$ cat config.mk
export PLATFORM = sky130hd
export DESIGN_NAME = fft_butterfly_sequencer
export DESIGN_NICKNAME = d
export VERILOG_FILES = /design/src/rtl/fft_butterfly_sequencer.sv
export SDC_FILE = /design/constraint.sdc
export NUM_CORES = 1
export LEC_CHECK = 0
export BUFFER_PORTS_ARGS = -buffer_cell sky130_fd_sc_hd__buf_2
export CAP_MARGIN = 5
export CORE_AREA = 2 2 65 42
export DETAILED_ROUTE_END_ITERATION = 8
export DIE_AREA = 0 0 67 44
export HOLD_SLACK_MARGIN = 0.02
export MAX_ROUTING_LAYER = met4
export PLACE_DENSITY = 0.78
export SKIP_CTS_REPAIR_TIMING = 1
export SKIP_LAST_GASP = 1
export SYNTH_ARGS = -nofsm -noshare
export SYNTH_HDL_FRONTEND = slang
export SYNTH_SLANG_ARGS = --single-unit
$ cat constraint.sdc
create_clock -name clk -period 1.6 [get_ports clk]
set_input_delay 0.16 -clock clk [delete_from_list [all_inputs] [get_ports clk]]
set_output_delay 0.16 -clock clk [all_outputs]
set_load 0.005 [all_outputs]
$ cat src/rtl/fft_butterfly_sequencer.sv
// fft_butterfly_sequencer
//   Drives one shared radix-2 DIT butterfly over an in-place N-point FFT
//   (N = 2**LOGN) held in a dual-port RAM that is preloaded in bit-reversed order.
//   Each stage issues N/2 butterflies, one per cycle. Every butterfly gets an
//   operand address pair and a twiddle index. The bench-side datapath receives a
//   data-valid strobe and a delayed write-back strobe with its addresses.
//
// Parameters
//   LOGN    log2 of FFT size (>= 2)
//   RD_LAT  RAM read latency in cycles (>= 1). Write-back lands RD_LAT+1 cycles
//           after issue.
//
// Ports
//   clk        rising-edge clock
//   rst_n      synchronous active-low reset
//   start      run request, sampled only in IDLE
//   busy       high from the first issue cycle through the last drain cycle
//   done       one-cycle pulse after the final write-back
//   rd_en      read strobe for both RAM ports
//   rd_addr_a  top operand address
//   rd_addr_b  bottom operand address (rd_addr_a + half)
//   tw_idx     twiddle index k, aligned with bf_valid
//   bf_valid   RAM data valid at butterfly inputs
//   wr_en      write strobe for both RAM ports
//   wr_addr_a  write address for butterfly output 0
//   wr_addr_b  write address for butterfly output 1
//   stage      current stage, 0 in IDLE
module fft_butterfly_sequencer #(
  parameter int LOGN   = 3,
  parameter int RD_LAT = 1
) (
  input  logic                     clk,
  input  logic                     rst_n,
  input  logic                     start,
  output logic                     busy,
  output logic                     done,
  output logic                     rd_en,
  output logic [LOGN-1:0]          rd_addr_a,
  output logic [LOGN-1:0]          rd_addr_b,
  output logic [LOGN-2:0]          tw_idx,
  output logic                     bf_valid,
  output logic                     wr_en,
  output logic [LOGN-1:0]          wr_addr_a,
  output logic [LOGN-1:0]          wr_addr_b,
  output logic [$clog2(LOGN)-1:0]  stage
);

  localparam int SW = $clog2(LOGN);
  localparam int DW = $clog2(RD_LAT + 1);

  localparam logic [LOGN-2:0] J_LAST    = '1;
  localparam logic [SW-1:0]   ST_LAST   = SW'(LOGN - 1);
  localparam logic [DW-1:0]   DCNT_LAST = DW'(RD_LAT);

  typedef enum logic [1:0] {
    S_IDLE,
    S_RUN,
    S_DRAIN,
    S_DONE
  } state_t;

  state_t          state_q, state_d;
  logic [LOGN-2:0] j_q, j_d;
  logic [SW-1:0]   stage_q, stage_d;
  logic [DW-1:0]   dcnt_q, dcnt_d;

  // Delay lines for issue-side values. Index 0 is one cycle after issue.
  logic            v_q [RD_LAT+1];
  logic [LOGN-1:0] a_q [RD_LAT+1];
  logic [LOGN-1:0] b_q [RD_LAT+1];
  logic [LOGN-2:0] k_q [RD_LAT];

  logic            issue;
  logic [LOGN-1:0] half, mask, jx, addr_a, addr_b;
  logic [LOGN-2:0] pos, k;

  always_ff @(posedge clk) begin
    if (!rst_n) begin
      state_q <= S_IDLE;
      j_q     <= '0;
      stage_q <= '0;
      dcnt_q  <= '0;
    end else begin
      state_q <= state_d;
      j_q     <= j_d;
      stage_q <= stage_d;
      dcnt_q  <= dcnt_d;
    end
  end

  always_comb begin
    state_d = state_q;
    j_d     = j_q;
    stage_d = stage_q;
    dcnt_d  = dcnt_q;
    unique case (state_q)
      S_IDLE: begin
        if (start) begin
          state_d = S_RUN;
          j_d     = '0;
          stage_d = '0;
        end
      end
      S_RUN: begin
        j_d = j_q + 1'b1;
        if (j_q == J_LAST) begin
          state_d = S_DRAIN;
          dcnt_d  = '0;
        end
      end
      S_DRAIN: begin
        dcnt_d = dcnt_q + 1'b1;
        if (dcnt_q == DCNT_LAST) begin
          j_d = '0;
          if (stage_q == ST_LAST) begin
            state_d = S_DONE;
          end else begin
            state_d = S_RUN;
            stage_d = stage_q + 1'b1;
          end
        end
      end
      S_DONE: begin
        state_d = S_IDLE;
        stage_d = '0;
      end
      default: state_d = S_IDLE;
    endcase
  end

  // Address generation: rd_addr_a is j with a zero bit inserted at bit
  // position 'stage'. This equals (j/half)*2*half + (j mod half) without a
  // divider. Because that bit of rd_addr_a is 0, rd_addr_b = rd_addr_a + half
  // reduces to an OR.
  always_comb begin
    issue  = (state_q == S_RUN);
    half   = LOGN'(1) << stage_q;
    mask   = half - LOGN'(1);
    jx     = {1'b0, j_q};
    addr_a = ((jx & ~mask) << 1) | (jx & mask);
    addr_b = addr_a | half;
    pos    = j_q & mask[LOGN-2:0];
    k      = pos << (ST_LAST - stage_q);
  end

  always_comb begin
    busy      = (state_q == S_RUN) || (state_q == S_DRAIN);
    done      = (state_q == S_DONE);
    stage     = stage_q;
    rd_en     = issue;
    rd_addr_a = issue ? addr_a : '0;
    rd_addr_b = issue ? addr_b : '0;
    bf_valid  = v_q[RD_LAT-1];
    tw_idx    = k_q[RD_LAT-1];
    wr_en     = v_q[RD_LAT];
    wr_addr_a = a_q[RD_LAT];
    wr_addr_b = b_q[RD_LAT];
  end

  // Issue-side values are already gated to 0 when rd_en is low. This keeps
  // every delayed copy at 0 whenever its own strobe is low.
  always_ff @(posedge clk) begin
    if (!rst_n) begin
      for (int unsigned i = 0; i <= RD_LAT; i++) begin
        v_q[i] <= '0;
        a_q[i] <= '0;
        b_q[i] <= '0;
      end
      for (int unsigned i = 0; i < RD_LAT; i++) begin
        k_q[i] <= '0;
      end
    end else begin
      v_q[0] <= rd_en;
      a_q[0] <= rd_addr_a;
      b_q[0] <= rd_addr_b;
      k_q[0] <= issue ? k : '0;
      for (int unsigned i = 1; i <= RD_LAT; i++) begin
        v_q[i] <= v_q[i-1];
        a_q[i] <= a_q[i-1];
        b_q[i] <= b_q[i-1];
      end
      for (int unsigned i = 1; i < RD_LAT; i++) begin
        k_q[i] <= k_q[i-1];
      end
    end
  end

endmodule

==> results of run 1 <==
## metal layers
layer / GRT usage [%] / vias to the layer above
met5: - / -
met3: 7.27 / 0
met1: 18.6 / 349
li1: - / 389
met4: 3.27 / 0
met2: 23.0 / 30
## report_power, final
group	total (mW)	switching (mW)	internal, mW
logic	0.669	0.339	0.330
registers	0.693	0.0469	0.646
clock network	0.356	0.182	0.174
total	1.72	0.568	1.15
## flip-flops by register name (all words and copies together), names as in the netlist
register  count
a_q           6
b_q           6
dcnt_q        1
j_q           2
k_q           2
stage         2
state_q       2
v_q           2
## cell type report
| type | instances | area share, % |
|---|---|---|
| clock buffers | 3 | 3.26 |
| flip-flops and latches | 23 | 36.8 |
| clock inverters | 1 | 0.395 |
| repair buffers | 29 | 12.6 |
| multi-input cells | 68 | 42.3 |
| inverters | 5 | 1.48 |
| well taps | 32 | 3.16 |
## final timing paths
| kind | to | depth (start not counted) | from |
|---|---|---|---|
| hold reg to reg | b_q[0][4] | 1 | b_q[0][1] |
| setup / recovery | stage[1] | 5 | state_q[0] |
| hold / removal | state_q[0] | 2 | rst_n |
| setup reg to reg | stage[1] | 5 | state_q[0] |
## cell families after synthesis
group,after synthesis
DFF,23
and+or+nand+nor,44
buffers and inverters,14
muxes,5
AOI/OAI and AO/OA,8
adders and majority gates,11
## synth_stat cells, types with 3 or more instances
master   instances
nand2_1          7
and3_1           3
nor2b_1          5
buf_4            7
inv_1            5
ha_1            11
mux2i_1          5
nor2_1           4
dfxtp_1         23
and2_1          12
## layout by cell type, fill, tap and decap left out
cell type	instances
a2111o_1	1
a2111oi_0	1
a22o_1	1
a22oi_1	1
and2_1	12
and3_1	3
and3b_1	1
buf_2	23
buf_4	6
clkbuf_8	3
clkinv_2	1
dfxtp_1	21
dfxtp_2	1
dfxtp_4	1
ha_1	10
ha_4	1
inv_1	3
inv_2	2
mux2i_1	5
nand2_1	7
nand2_2	1
nand2b_1	1
nand3_1	2
nand3b_1	2
nor2_1	3
nor2_2	1
nor2b_1	5
nor2b_4	2
nor3_1	2
nor3b_1	1
o211a_1	1
o21a_1	1
o21ai_0	1
o2bb2ai_1	1
or4_1	1
## worst reg2reg max path, delay by kind of cell (launching register included)
kind,cells,cell delay (ps)
buffers and inverters,1,90
flip-flops,1,380
AND/OR/NAND/NOR,1,160
adder cells (fa/ha/maj),1,260
multiplexers,1,130
AO/OA/AOI/OAI,1,390
## through the flow
step	std cells	utilization (%)	total power, mW	area, um2
floorplan	105	-	1.14	1060
global route	161	53.2	1.84	1270
CTS	161	52.3	1.71	1250
global placement	157	50.4	1.32	1200
finish	161	53.2	1.72	1270
detailed placement	157	50.4	1.35	1200
==> run_results.csv, run 1 <==
group,metric,value,unit
run_status,outcome,"finished, final reports clean",
synth,netlist_instances,105,
sta,setup_viol,0,
worst_setup_path,r2r_slack,80,ps
synth,synth_edf_count,0,
sta,fin_skew,2.17,ps
placement,port_buffers,23,
worst_setup_path,max_stage_delay,390,ps
worst_setup_path,cp-end-kind,"flip-flop",
cts,clockRootBuffer,"clkbuf_8",
sta,setup_tns,0,ps
floorplanning,design.die.area,0.00295,mm2
cts,clk_pin_slew_worst_paths,80,ps
sta,setup_ws,80.3,ps
cts,cts_tree,"yes",
worst_setup_path,critical_path_buf_inv_count,1,
synth,synth_top_family_by_area,"simple AND/OR/NAND/NOR gates",
route,dr.pass1.iters,4,
route,met1_length,878,um
final_layout,nFillCells,224,
sta,hold_ws,286,ps
grt,gr-total-overflow,0,
cts,clock_latency,260,ps
route,wl_met3,184,um
floorplanning,pin_count,24,
synth,synth-main-ff-cell,"dfxtp_1",
cts,cts_max_path_buffers,2,
synth,ys_types,29,
worst_setup_path,crit_type,"flip-flop to flip-flop",
synth,ys_ff_latch,23,
route,wirelength,1940,um
final_layout,layout-drive-gt1-share,32.6,%
synth,synth_compound_area_share,6.37,%
synth,synth-xor-area-share,0,%
grt,antenna_found_initial,0,
floorplanning,chipWidth,67,um
worst_setup_path,cp_cell_sequence,"inv_1 -> ha_1 -> nor2b_4 -> a2111o_1 -> mux2i_1",
synth,synthMuxAreaShare,4.72,%
min_path,hold_path.class,"input port to flip-flop",
synth,yosys-top-cells-area,"dfxtp_1 (43%), ha_1 (13%), and2_1 (7.1%)",
final_layout,layout.nets,144,
cts,cts_buffers,3,
power,ir_drop,0.541,mV
route,dr.max_layer_used,"met3",
grt,grt_use_total,15.2,%
cts,cts.sinks,23,
worst_setup_path,cp.required,1760,ps
cts,htreeDepth,1,
route,wl_per_cell,12.1,um
route,ant_nets,0,
synth,syn_avg_cell_area,10.1,um2
synth,synth-adder-area-share,13.0,%
synth,syn_area,0.00106,mm2
final_layout,syn2layout_area_growth,19.3,%
route,viasPerCell,4.77,
final_layout,multi_input_area,536,um2
sta,max_freq,0.658,GHz
grt,grt_pass1_vias,732,
placement,place_ws,-14.4,ps
sta,post-route-min-period,1520,ps
worst_setup_path,crit_family,"compound AO/OA/AOI/OAI gates",
power,p_leak,0.634,nW
synth,ys_warn_count,0,
sta,finalHoldViolations,0,
floorplanning,die_height,44,um
route,drcViolationCount,0,
placement,gp_congestion,0.922,
route,wl_met2,881,um
grt,grt_max_degree,21,
synth,synthSimpleGateAreaFrac,25.0,%
worst_setup_path,crit_arrival,1680,ps
floorplanning,start_util,44.5,%
final_layout,num_antenna_cells,0,
power,pwr_density_cell,1360,mW/mm2
sta,rsz0062_at_grt,"true",
synth,yosys.area.top_type,"dfxtp_1",
floorplanning,fp.coreArea,0.00238,mm2
synth,async_flop_share,0,%
synth,synth_top_area_share,43.4,%
worst_setup_path,worst_path_max_delay_cell,"a2111o_1",
floorplanning,rows,14,
placement,place_hpwl,1470,um
route,vias,768,
route,drt_iter0_markers,51,
synth,postSynthNetCount,119,
worst_setup_path,crit_fanout,6,
synth,yosysSeqAreaShare,43.4,%
sta,report.final.slew_viol_count,0,
sta,max_slew_margin,69.0,%
flow_run,drv_cap,0,
grt,grt_pass1_wl,3220,um
worst_setup_path,setup.worst_path.start_class,"flip-flop",
sta,max_slew.worst_pin.slew,453,ps
final_layout,regArea,465,um2
sta,timing.final.crit_share,95.0,%
Note: power is estimated with default switching activity, not from simulation.
==> run 2, diff against run 1 <==
Settings changed: CORE_AREA 2 2 65 42 to 2 2 66 43, DIE_AREA 0 0 67 44 to 0 0 68 45, PLACE_DENSITY 0.78 to 0.75.
==> run_results.csv, run 2 (synthesized netlist as in run 1, its figures left out) <==
group,metric,value,unit
run_status,outcome,"finished, final reports clean",
floorplanning,start_util,43.9,%
grt,gr-total-overflow,0,
power,p_int,1.14,mW
cts,clock_latency,260,ps
sta,report.final.slew_viol_count,0,
cts,cts_max_path_buffers,2,
worst_setup_path,crit_type,"flip-flop to output port",
power,pwr-share-seq,41.0,%
placement,place_hpwl,1540,um
grt,grt_pass1_wl,3330,um
placement,gp_congestion,0.835,
power,ir_drop,0.534,mV
route,drcViolationCount,0,
route,ant_nets,0,
grt,antenna_found_initial,0,
power,power.total,1.73,mW
final_layout,finalNonFillerCells,160,
final_layout,post-route-util,52.1,%
worst_setup_path,crit_arrival,1380,ps
sta,fin_skew,3.14,ps
sta,finalHoldViolations,0,
worst_setup_path,cp-end-kind,"output port",
route,vias,767,
floorplanning,chipWidth,68,um
route,viasPerCell,4.79,
worst_setup_path,setup.worst_path.start_class,"flip-flop",
floorplanning,design.die.area,0.00306,mm2
route,wirelength,2070,um
placement,dp.cells,156,
sta,setup_ws,62.9,ps
sta,timing.final.crit_share,96.1,%
worst_setup_path,r2r_slack,70,ps
power,pwr_density_cell,1370,mW/mm2
floorplanning,fp.coreArea,0.00242,mm2
grt,grt_pass1_vias,703,
power,p_clk_share,20.7,%
power,p_comb_share,38.3,%
floorplanning,pin_count,24,
min_path,hold_path.class,"input port to flip-flop",
grt,grt_max_degree,21,
cts,cts_tree,"yes",
placement,place_ws,-31.0,ps
final_layout,syn2layout_area_growth,18.8,%
floorplanning,rows,14,
route,wl_per_cell,12.9,um
cts,clockRootBuffer,"clkbuf_8",
cts,htreeDepth,1,
power,p_leak,0.629,nW
final_layout,num_antenna_cells,0,
cts,cts_buffers,3,
sta,post-route-min-period,1540,ps
final_layout,layout_commonest_cell,"buf_2",
flow_run,drv_cap,0,
placement,port_buffers,23,
cts,clk_pin_slew_worst_paths,80,ps
grt,grt_use_total,15.3,%
sta,max_freq,0.651,GHz
route,drt_iter0_markers,38,
worst_setup_path,cp.required,1440,ps
final_layout,layout_common_cells,"buf_2 (23), dfxtp_1 (21), and2_1 (12)",
power,p_sw,584,uW
sta,setup_viol,0,
floorplanning,die_height,45,um
sta,max_slew.worst_pin.slew,392,ps
final_layout,reg.largest.list,"a_q: 6 flops, b_q: 6 flops",
route,dr.pass1.iters,4,
worst_setup_path,crit_fanout,11,
final_layout,layout.nets,143,
sta,max_slew_margin,73.8,%
cts,cts.sinks,23,
final_layout,layout-drive-gt1-share,32.0,%
power,swShare,33.8,%
-- run 2: worst paths after layout --
| path | from | end | cells past startpoint |
|---|---|---|---|
| max | state_q[1] | rd_addr_a[0] | 5 |
| min | rst_n | state_q[0] | 2 |
| max reg2reg | state_q[0] | stage[0] | 5 |
| min reg2reg | a_q[0][1] | a_q[0][4] | 1 |
-- run 2: per-layer routing --
layer	up-vias	wire length, um	track usage, %
met2	22	957	24.9
met5	-	0	-
met3	2	122	4.99
li1	388	-	-
met4	0	10	4.00
met1	355	980	18.4
-- run 2: layout make-up --
class                           instances  area [um2]
Clock inverter                          1        5.00
Sequential cell                        23         465
Tap cell                               32        40.0
Fill cell                             216        1160
Clock buffer                            3        41.3
Timing Repair Buffer                   28         153
Multi-Input combinational cell         68         537
Inverter                                5        18.8
-- run 2: power by group through the flow --
stage | Combinational, mW | Clock [mW] | Sequential (mW)
floorplan | 0.434 | 0 | 0.703
global placement | 0.610 | 0 | 0.699
detailed placement | 0.638 | 0 | 0.712
CTS | 0.642 | 0.366 | 0.698
global route | 0.721 | 0.399 | 0.722
finish | 0.662 | 0.358 | 0.708
-- run 2: critical path: stages (launching register included) --
cell and delay [ps]:
dfxtp_1 360, inv_2 80, ha_1 210, buf_4 190, and3b_1 160, buf_2 120
-- run 2: through the flow --
step | hold WS [ps] | setup TNS (ps) | cell area, um2
after CTS | 314 | -140 | 1240
after detailed placement | 422 | -64.7 | 1190
after floorplan | 312 | 0 | 1060
final | 304 | 0 | 1260
after global routing | 313 | -10.1 | 1260
after global placement | 413 | 0 | 1190
